===== src/rtl/sonar_adc_serial_ctrl.sv =====
`default_nettype none
// ============================================================================
//  Module   : sonar_adc_serial_ctrl
//  Purpose  : Runs one serial hydrophone ADC through a complete sample cycle.
//             It pulses convert-start, asserts chip select and generates the
//             serial clock. Each received bit is fed to an external
//             serial-in shift register. When the frame is complete, the
//             register's parallel word is latched and presented as a
//             one-cycle-valid sample.
//  Ports    : clk, reset          - system clock, async active-high reset
//             start               - sample request (acted on only when idle)
//             clear_overrun       - synchronous clear of the overrun flag
//             adc_sdo             - ADC serial data, MSB first
//             sr_q                - parallel word of the attached shift register
//             adc_convst/cs_n/sclk- ADC control pins
//             shift_d/shift_en    - serial bit and enable to the shift register
//             sample/sample_valid - captured word and its one-cycle strobe
//             busy/overrun        - status (overrun is sticky)
//  Revision : 1.0 - initial release
// ============================================================================
module sonar_adc_serial_ctrl #(
  parameter int WORD_BITS   = 16,
  parameter int CLK_DIV     = 2,
  parameter int CONV_CYCLES = 8
) (
  input  logic                 clk,
  input  logic                 reset,
  input  logic                 start,
  input  logic                 clear_overrun,
  input  logic                 adc_sdo,
  input  logic [WORD_BITS-1:0] sr_q,
  output logic                 adc_convst,
  output logic                 adc_cs_n,
  output logic                 adc_sclk,
  output logic                 shift_d,
  output logic                 shift_en,
  output logic [WORD_BITS-1:0] sample,
  output logic                 sample_valid,
  output logic                 busy,
  output logic                 overrun
);

  localparam int DIV_W  = (CLK_DIV > 1) ? $clog2(CLK_DIV) : 1;
  localparam int CONV_W = (CONV_CYCLES > 1) ? $clog2(CONV_CYCLES) : 1;
  localparam int BIT_W  = $clog2(WORD_BITS + 1);

  typedef enum logic [2:0] {
    ST_IDLE    = 3'd0,
    ST_CONVERT = 3'd1,
    ST_SELECT  = 3'd2,
    ST_SHIFT   = 3'd3,
    ST_LATCH   = 3'd4
  } state_t;

  state_t               r_state,    w_state_nxt;
  logic [CONV_W-1:0]    r_conv_cnt, w_conv_nxt;
  logic [DIV_W-1:0]     r_div_cnt,  w_div_nxt;
  logic [BIT_W-1:0]     r_bit_cnt,  w_bit_nxt;
  logic                 r_convst,   w_convst_nxt;
  logic                 r_cs_n,     w_cs_n_nxt;
  logic                 r_sclk,     w_sclk_nxt;
  logic                 r_shift_d,  w_shift_d_nxt;
  logic                 r_shift_en, w_shift_en_nxt;
  logic [WORD_BITS-1:0] r_sample,   w_sample_nxt;
  logic                 r_valid,    w_valid_nxt;
  logic                 r_busy,     w_busy_nxt;
  logic                 r_overrun,  w_overrun_nxt;

  always_ff @(posedge clk or posedge reset) begin
    if (reset) begin
      r_state    <= ST_IDLE;
      r_conv_cnt <= '0;
      r_div_cnt  <= '0;
      r_bit_cnt  <= '0;
      r_convst   <= 1'b0;
      r_cs_n     <= 1'b1;
      r_sclk     <= 1'b0;
      r_shift_d  <= 1'b0;
      r_shift_en <= 1'b0;
      r_sample   <= '0;
      r_valid    <= 1'b0;
      r_busy     <= 1'b0;
      r_overrun  <= 1'b0;
    end else begin
      r_state    <= w_state_nxt;
      r_conv_cnt <= w_conv_nxt;
      r_div_cnt  <= w_div_nxt;
      r_bit_cnt  <= w_bit_nxt;
      r_convst   <= w_convst_nxt;
      r_cs_n     <= w_cs_n_nxt;
      r_sclk     <= w_sclk_nxt;
      r_shift_d  <= w_shift_d_nxt;
      r_shift_en <= w_shift_en_nxt;
      r_sample   <= w_sample_nxt;
      r_valid    <= w_valid_nxt;
      r_busy     <= w_busy_nxt;
      r_overrun  <= w_overrun_nxt;
    end
  end

  always_comb begin
    w_state_nxt    = r_state;
    w_conv_nxt     = r_conv_cnt;
    w_div_nxt      = r_div_cnt;
    w_bit_nxt      = r_bit_cnt;
    w_convst_nxt   = r_convst;
    w_cs_n_nxt     = r_cs_n;
    w_sclk_nxt     = r_sclk;
    w_shift_d_nxt  = r_shift_d;
    w_shift_en_nxt = 1'b0;
    w_sample_nxt   = r_sample;
    w_valid_nxt    = 1'b0;

    // A start request outside IDLE (LATCH included) is only flagged. When a
    // set and a clear land in the same cycle, the set wins.
    w_overrun_nxt = r_overrun;
    if (start && (r_state != ST_IDLE)) begin
      w_overrun_nxt = 1'b1;
    end else if (clear_overrun) begin
      w_overrun_nxt = 1'b0;
    end

    case (r_state)
      ST_IDLE: begin
        if (start) begin
          w_state_nxt  = ST_CONVERT;
          w_convst_nxt = 1'b1;
          w_conv_nxt   = '0;
        end
      end
      ST_CONVERT: begin
        if (r_conv_cnt == CONV_W'(CONV_CYCLES - 1)) begin
          w_convst_nxt = 1'b0;
          w_cs_n_nxt   = 1'b0;
          w_state_nxt  = ST_SELECT;
        end else begin
          w_conv_nxt = r_conv_cnt + 1'b1;
        end
      end
      ST_SELECT: begin
        w_div_nxt   = '0;
        w_bit_nxt   = '0;
        w_sclk_nxt  = 1'b0;
        w_state_nxt = ST_SHIFT;
      end
      ST_SHIFT: begin
        if (r_div_cnt == DIV_W'(CLK_DIV - 1)) begin
          w_div_nxt = '0;
          if (!r_sclk) begin
            // Rising sclk edge: capture the bit the ADC has been holding.
            w_sclk_nxt     = 1'b1;
            w_shift_d_nxt  = adc_sdo;
            w_shift_en_nxt = 1'b1;
            w_bit_nxt      = r_bit_cnt + 1'b1;
          end else begin
            w_sclk_nxt = 1'b0;
            if (r_bit_cnt == BIT_W'(WORD_BITS)) begin
              w_state_nxt = ST_LATCH;
            end
          end
        end else begin
          w_div_nxt = r_div_cnt + 1'b1;
        end
      end
      ST_LATCH: begin
        // The final shift completed at least CLK_DIV-1 cycles ago, so sr_q
        // already holds the full word.
        w_sample_nxt = sr_q;
        w_valid_nxt  = 1'b1;
        w_cs_n_nxt   = 1'b1;
        w_state_nxt  = ST_IDLE;
      end
      default: begin
        w_state_nxt = ST_IDLE;
      end
    endcase

    w_busy_nxt = (w_state_nxt != ST_IDLE);
  end

  assign adc_convst   = r_convst;
  assign adc_cs_n     = r_cs_n;
  assign adc_sclk     = r_sclk;
  assign shift_d      = r_shift_d;
  assign shift_en     = r_shift_en;
  assign sample       = r_sample;
  assign sample_valid = r_valid;
  assign busy         = r_busy;
  assign overrun      = r_overrun;

endmodule
`default_nettype wire

===== config.mk =====
export PLATFORM = sky130hd
export DESIGN_NAME = sonar_adc_serial_ctrl
export DESIGN_NICKNAME = d
export VERILOG_FILES = /design/src/rtl/sonar_adc_serial_ctrl.sv
export SDC_FILE = /design/constraint.sdc
export NUM_CORES = 1
export LEC_CHECK = 0
export BUFFER_PORTS_ARGS = -buffer_cell sky130_fd_sc_hd__buf_2
export CAP_MARGIN = 30
export CORE_MARGIN = 2
export CORE_UTILIZATION = 55
export DETAILED_ROUTE_END_ITERATION = 7
export MAX_ROUTING_LAYER = met4
export PLACE_DENSITY = 0.84
export SKIP_CTS_REPAIR_TIMING = 1
export SLEW_MARGIN = 20
export SYNTH_ARGS = -nofsm -noshare
export SYNTH_HDL_FRONTEND = slang
export SYNTH_SLANG_ARGS = --single-unit

===== constraint.sdc =====
create_clock -name clk -period 4.09 [get_ports clk]
set_input_delay 0.818 -clock clk [delete_from_list [all_inputs] [get_ports clk]]
set_output_delay 0.818 -clock clk [all_outputs]
set_load 0.1 [all_outputs]

==> Flow_metrics.wiki, run 1 <==
{| class="wikitable"
! Metric !! Value
|-
| Series of cell instances along the critical path || buf_2
|-
| Reg-to-reg critical path startpoint || r_state[0]
|-
| Total nets after synthesis || 155
|-
| Total clock buffers created by CTS || 5
|-
| Worst setup slack after layout || 1.95 ns
|-
| Standby leakage power || 0.988 nW
|-
| Arithmetic-cell share of the synthesized area counting full adders, half adders and majority gates || 3.13%
|-
| Std cell rows || 19
|-
| Synth Cell Area || 0.00160 mm2
|-
| Simple-gate share of the synthesized area || 10.6%
|-
| Post-synthesis share of cell area spent on xor and xnor gates || 0%
|-
| Post-DR wirelength/cell || 14.2 um
|-
| Number of antenna violations at the first check in global routing || 0
|-
| Starting utilization of the core area || 58.0%
|-
| Weighted congestion at the end of routability-driven global placement || 0.805
|-
| Total DRC errors in the routed layout || 0
|-
| Worst Setup Start Kind || flip-flop
|-
| HPWL Detailed || 2140 um
|-
| Mean instance size in the synthesized netlist || 12.3 um2
|-
| Number of warning messages in the yosys log || 0
|-
| Vertical die dimension || 57.9 um
|-
| Vias in the first global route || 1086
|-
| Global Route met3 Usage || 7.14%
|-
| Share of the synthesized area in the top cell type || 54.7%
|-
| Final setup fails || 0
|-
| Core Box Area || 0.00276 mm2
|-
| Critical path depth in cells || 1
|-
| Count of TritonRoute iterations in the first routing pass || 4
|-
| Worst reg2reg path depth || 2
|-
| Register-to-register setup slack || 2.13 ns
|-
| Clock period minus worst slack || 2.14 ns
|-
| Number of H-tree levels || 2
|-
| Clock root cell || clkbuf_4
|-
| Vias per Instance || 5.36
|-
| Most area-hungry cell type in the Yosys netlist || dfrtp_1
|-
| Met2 layer usage reported by global route || 33.0%
|-
| Maximum clock skew at final layout || 0.0110 ns
|-
| Ports placed on the boundary || 45
|-
| Seq cells post-synth || 36
|-
| Syn-to-layout area delta || 17.7%
|-
| Peak per-stage delay on the critical path || 0.56 ns
|-
| Proportion of layout cells with a drive suffix above 1 || 42.4%
|-
| Cell variety after synth || 29
|-
| Number of I/O port buffers || 44
|-
| Overall die width || 57.9 um
|-
| Achievable Freq || 468 MHz
|-
| Via count || 1114
|-
| Syn Inst Count || 130
|-
| Global route hottest layer || met2
|-
| Insertion delay to the later sink of the worst-skew pair || 0.34 ns
|-
| Power density over the cells || 302 mW/mm2
|-
| Clk buf depth || 2
|-
| Setup Total Neg Slack || 0 ns
|-
| Overall global routing resource usage || 20.8%
|-
| Synth Area in Compound Gates || 9.77%
|-
| Outcome || finished clean
|-
| Post-detailed-route count of antenna-violating nets || 0
|-
| Number of buffer and inverter instances along the worst setup path || 1
|-
| Endpoint of the lowest-slack register-to-register path || sample[5]
|-
| Number of maximum-capacitance violations || 0
|-
| Critical-path top delay cell || dfstp_2
|-
| Crit share post-route || 52.2%
|-
| Global-route wire length before repair || 4950 um
|-
| Largest net degree at the start of global routing || 37
|-
| Clock tree from TritonCTS || built
|-
| Largest delay share family, worst path || flip-flops
|-
| Sequential element share of the synthesized area || 56.4%
|-
| Unrepaired setup endpoints after global routing || false
|-
| Total number of clock tree sinks || 36
|-
| Cell types with the largest area share after synthesis || dfrtp_1, mux2_2, ha_1
|-
| Largest family of logic cells by synthesized area || multiplexers
|-
| Met1 global-route usage || 23.9%
|-
| DIE AREA || 0.00336 mm2
|-
| Data arrival time of the critical path || 1.32 ns
|-
| Worst setup path endpoint || adc_cs_n
|-
| Critical Path Source || adc_cs_n
|-
| Data required time of the worst path || 3.27 ns
|-
| Clock transition at the register clock pins on the worst setup and hold paths after CTS || 0.11 ns
|-
| Placement-stage worst setup slack || 2.13 ns
|-
| Final hold violation count || 0
|-
| Initial DRC Count || 20
|-
| Final Net Count || 201
|-
| Critical-path maximum fanout || 3
|-
| Type of the worst setup path || reg2out
|-
| Mux contribution to synthesized area || 15.9%
|-
| IR Drop Worst-Case VDD || 0.000319 V
|-
| Category of the worst setup path capture point || output port
|-
| Number of inserted diodes || 0
|-
| Global-route congestion overflow total || 0
|-
| Worst slew margin relative to its limit || 48.7%
|-
| Class of the tightest hold or removal check || reg2reg
|-
| Slew at the pin closest to its max-slew limit || 0.768 ns
|-
| Wire length after detailed routing || 2950 um
|-
| Final max-slew violation count || 0
|}
==> flip-flops by register name, indices dropped and copies added (netlist names) <==
signal and flops:
sample_valid 1, r_state 3, overrun 1, sample 16, r_bit_cnt 5, adc_convst 1
adc_cs_n 1, r_div_cnt 1, r_conv_cnt 3, shift_en 1, adc_sclk 1, shift_d 1
busy 1
==> power by group <==
part / internal (mW) / switching (mW)
clock network: 0.0660 / 0.117
registers: 0.357 / 0.000548
logic: 0.00897 / 0.0194
total: 0.432 / 0.137
==> layout by cell type, fill, tap and decap left out, types with 5 or more instances in the layout <==
cell and instances:
nand2_1 10, dfrtp_1 35, buf_2 44, o21ai_0 10
mux2_2 18, inv_1 8, clkbuf_4 5, a21oi_1 6
==> metal layers <==
layer	share of wire [%]	routed length (um)
met1	40	1170
met2	51	1490
met3	8.0	235
met4	1.8	53
met5	0	0
==> logic make-up after synthesis <==
family | after synthesis
and+or+nand+nor | 28
DFF | 36
buffers and inverters | 14
AOI/OAI and AO/OA | 25
adders and majority gates | 4
muxes | 23
==> Yosys cell counts <==
cell type  instances
dfrtp_1           35
mux2_2            18
nand2_1           10
o21ai_0           10
inv_1              8
a21oi_1            6
buf_2              4
ha_1               4
mux2i_1            4
nor2b_1            4
a22o_1             3
nand3b_1           3
nand2b_1           2
nor2_1             2
nor3_1             2
o21bai_1           2
a2111oi_2          1
a211oi_1           1
and4bb_1           1
buf_4              1
buf_6              1
dfstp_2            1
mux2_1             1
nand3_1            1
nand4b_1           1
nor3b_4            1
o21ai_1            1
o31ai_1            1
or3b_2             1
==> how the worst min path moves through the flow <==
stage                  start  depth (start not counted)  slack [ns]       endpoint
2_1_floorplan  r_conv_cnt[1]                          2        0.50  r_conv_cnt[1]
3_3_place_gp         shift_d                          1        0.47        shift_d
3_5_place_dp         shift_d                          1        0.48        shift_d
4_1_cts              shift_d                          1        0.50        shift_d
5_1_grt              shift_d                          1        0.52        shift_d
6_report             shift_d                          1        0.50        shift_d
==> per-stage QoR <==
step | total power, mW | utilization (%) | cell area, um2 | hold slack [ns] | instances
floorplan | 0.380 | - | 1600 | 0.502 | 130
global placement | 0.392 | 66.3 | 1830 | 0.470 | 200
detailed placement | 0.394 | 66.3 | 1830 | 0.481 | 200
CTS | 0.578 | 68.3 | 1880 | 0.504 | 208
global route | 0.597 | 68.3 | 1880 | 0.517 | 208
finish | 0.569 | 68.3 | 1880 | 0.503 | 208
==> final cells by class <==
type,instances,area [um2]
multi-input cells,80,629
clock buffers,5,37.5
flip-flops and latches,36,902
repair buffers,45,228
well taps,31,38.8
clock inverters,3,18.8
inverters,8,30.0
fillers,196,873
Power figures use the tool's default switching activity.
==> inputs of run 2 (changes only) <==
- CORE_UTILIZATION: 55 -> 46
- PLACE_DENSITY: 0.84 -> 0.75
- clock period: 4.09 -> 1.8 ns (I/O delays scaled with it)
==> run 2 against run 1 <==
  * Critical path type unchanged
  * Clock-buffer cell count is the same
  * Clock power grew to 3.1 times the previous value
  * Die area grew 18%
  * Utilization shrank 10 points
  * Sequential power grew 130%
  * Via count grew 1.8%
  * Largest power group unchanged
==> Flow_metrics.wiki, run 2 (synthesized netlist as in run 1, its figures left out) <==
{| class="wikitable"
! Metric !! Value
|-
| Overall global routing resource usage || 17.2%
|-
| Total clock buffers created by CTS || 5
|-
| Slew at the pin closest to its max-slew limit || 0.495 ns
|-
| Number of maximum-capacitance violations || 0
|-
| Ports placed on the boundary || 45
|-
| Final hold violation count || 0
|-
| Leading cell type in the layout, fill and taps excluded || buf_2
|-
| Class of the tightest hold or removal check || in2async
|-
| Core Box Area || 0.00334 mm2
|-
| Largest net degree at the start of global routing || 37
|-
| Power density over the cells || 741 mW/mm2
|-
| Post-detailed-route count of antenna-violating nets || 0
|-
| Achievable Freq || 601 MHz
|-
| Critical-path maximum fanout || 3
|-
| Total number of clock tree sinks || 36
|-
| Min Hold Slack || 0.0921 ns
|-
| Insertion delay to the later sink of the worst-skew pair || 0.34 ns
|-
| Global-route wire length before repair || 5130 um
|-
| Count of TritonRoute iterations in the first routing pass || 4
|-
| Final setup fails || 0
|-
| Unrepaired setup endpoints after global routing || false
|-
| Clock root cell || clkbuf_4
|-
| Clock period minus worst slack || 1.67 ns
|-
| HPWL Detailed || 2220 um
|-
| Vias in the first global route || 1131
|-
| Critical-path top delay cell || dfstp_2
|-
| Vertical die dimension || 63.0 um
|-
| Standby leakage power || 1.00 nW
|-
| Syn-to-layout area delta || 21.3%
|-
| Clock tree from TritonCTS || built
|-
| Clk buf depth || 2
|-
| Clock transition at the register clock pins on the worst setup and hold paths after CTS || 0.12 ns
|-
| Number of H-tree levels || 2
|-
| Largest register FFs || 16
|-
| Data arrival time of the critical path || 1.31 ns
|-
| Weighted congestion at the end of routability-driven global placement || 0.696
|-
| Final Net Count || 203
|-
| Maximum clock skew at final layout || 0.0136 ns
|-
| Outcome || finished clean
|-
| Global-route congestion overflow total || 0
|-
| Vias per Instance || 5.04
|-
| Overall die width || 63.0 um
|-
| Std cell rows || 21
|-
| Worst Setup Start Kind || flip-flop
|-
| Total DRC errors in the routed layout || 0
|-
| Peak per-stage delay on the critical path || 0.55 ns
|-
| Number of buffer and inverter instances along the worst setup path || 1
|-
| Series of cell instances along the critical path || buf_2
|-
| Category of the worst setup path capture point || output port
|-
| IR Drop Worst-Case VDD || 0.000488 V
|-
| Worst slew margin relative to its limit || 67.2%
|-
| Wire length after detailed routing || 2970 um
|-
| Crit share post-route || 92.5%
|-
| Post-route total power || 1.44 mW
|-
| DIE AREA || 0.00397 mm2
|-
| Starting utilization of the core area || 48.0%
|-
| Final max-slew violation count || 0
|-
| Via count || 1134
|-
| Largest delay share family, worst path || flip-flops
|-
| Post-DR wirelength/cell || 13.2 um
|-
| Commonest cells after routing, fill and taps aside || buf_2, dfrtp_1, mux2_2, o21ai_0, nand2_1
|-
| Number of antenna violations at the first check in global routing || 0
|-
| Number of I/O port buffers || 44
|-
| Type of the worst setup path || reg2out
|-
| Proportion of layout cells with a drive suffix above 1 || 43.0%
|-
| Number of inserted diodes || 0
|-
| Data required time of the worst path || 1.44 ns
|-
| Setup Total Neg Slack || 0 ns
|-
| Initial DRC Count || 39
|}
[run 2: path summary, 6_finish.rpt]
check,slack (ns),from,depth (start not counted),end
max,0.13,adc_cs_n,1,adc_cs_n
min,0.09,reset,3,busy
max reg2reg,0.21,r_conv_cnt[0],5,r_conv_cnt[0]
min reg2reg,0.49,adc_cs_n,2,adc_cs_n
max in group asynchronous,1.36,reset,3,adc_cs_n
min in group clk,0.19,clear_overrun,2,overrun
[run 2: area by class of cell]
type                            instances  area [um2]
Fill cell                             288        1400
Clock inverter                          3        42.5
Clock buffer                            5        37.5
Tap cell                               46        57.6
Timing Repair Buffer                   47         243
Inverter                                8        30.0
Sequential cell                        36         902
Multi-Input combinational cell         80         629
[run 2: power by group]
| group | leakage (nW) | total, mW | internal, mW | switching, mW |
|---|---|---|---|---|
| combinational | 0.519 | 0.0635 | 0.0203 | 0.0432 |
| sequential | 0.443 | 0.812 | 0.811 | 0.00114 |
| clock | 0.0412 | 0.563 | 0.290 | 0.274 |
| total | 1.00 | 1.44 | 1.12 | 0.318 |
[run 2: per-layer routing]
metal  vias up  global-route usage (%)  part of all wire, %
met2        39                    27.7                   48
met5         -                       -                    0
met3         4                    5.59                  6.7
li1        549                       -                    -
met4         0                    5.83                  1.1
met1       542                    20.5                   44
[run 2: stage by stage]
stage | area (um2) | setup slack (ns) | cells | utilization [%]
after floorplan | 1600 | 0.0284 | 130 | -
after global placement | 1860 | 0.335 | 217 | 55.8
after detailed placement | 1860 | 0.236 | 217 | 55.8
after CTS | 1940 | 0.114 | 225 | 58.2
after global routing | 1940 | 0.0790 | 225 | 58.2
final | 1940 | 0.135 | 225 | 58.2
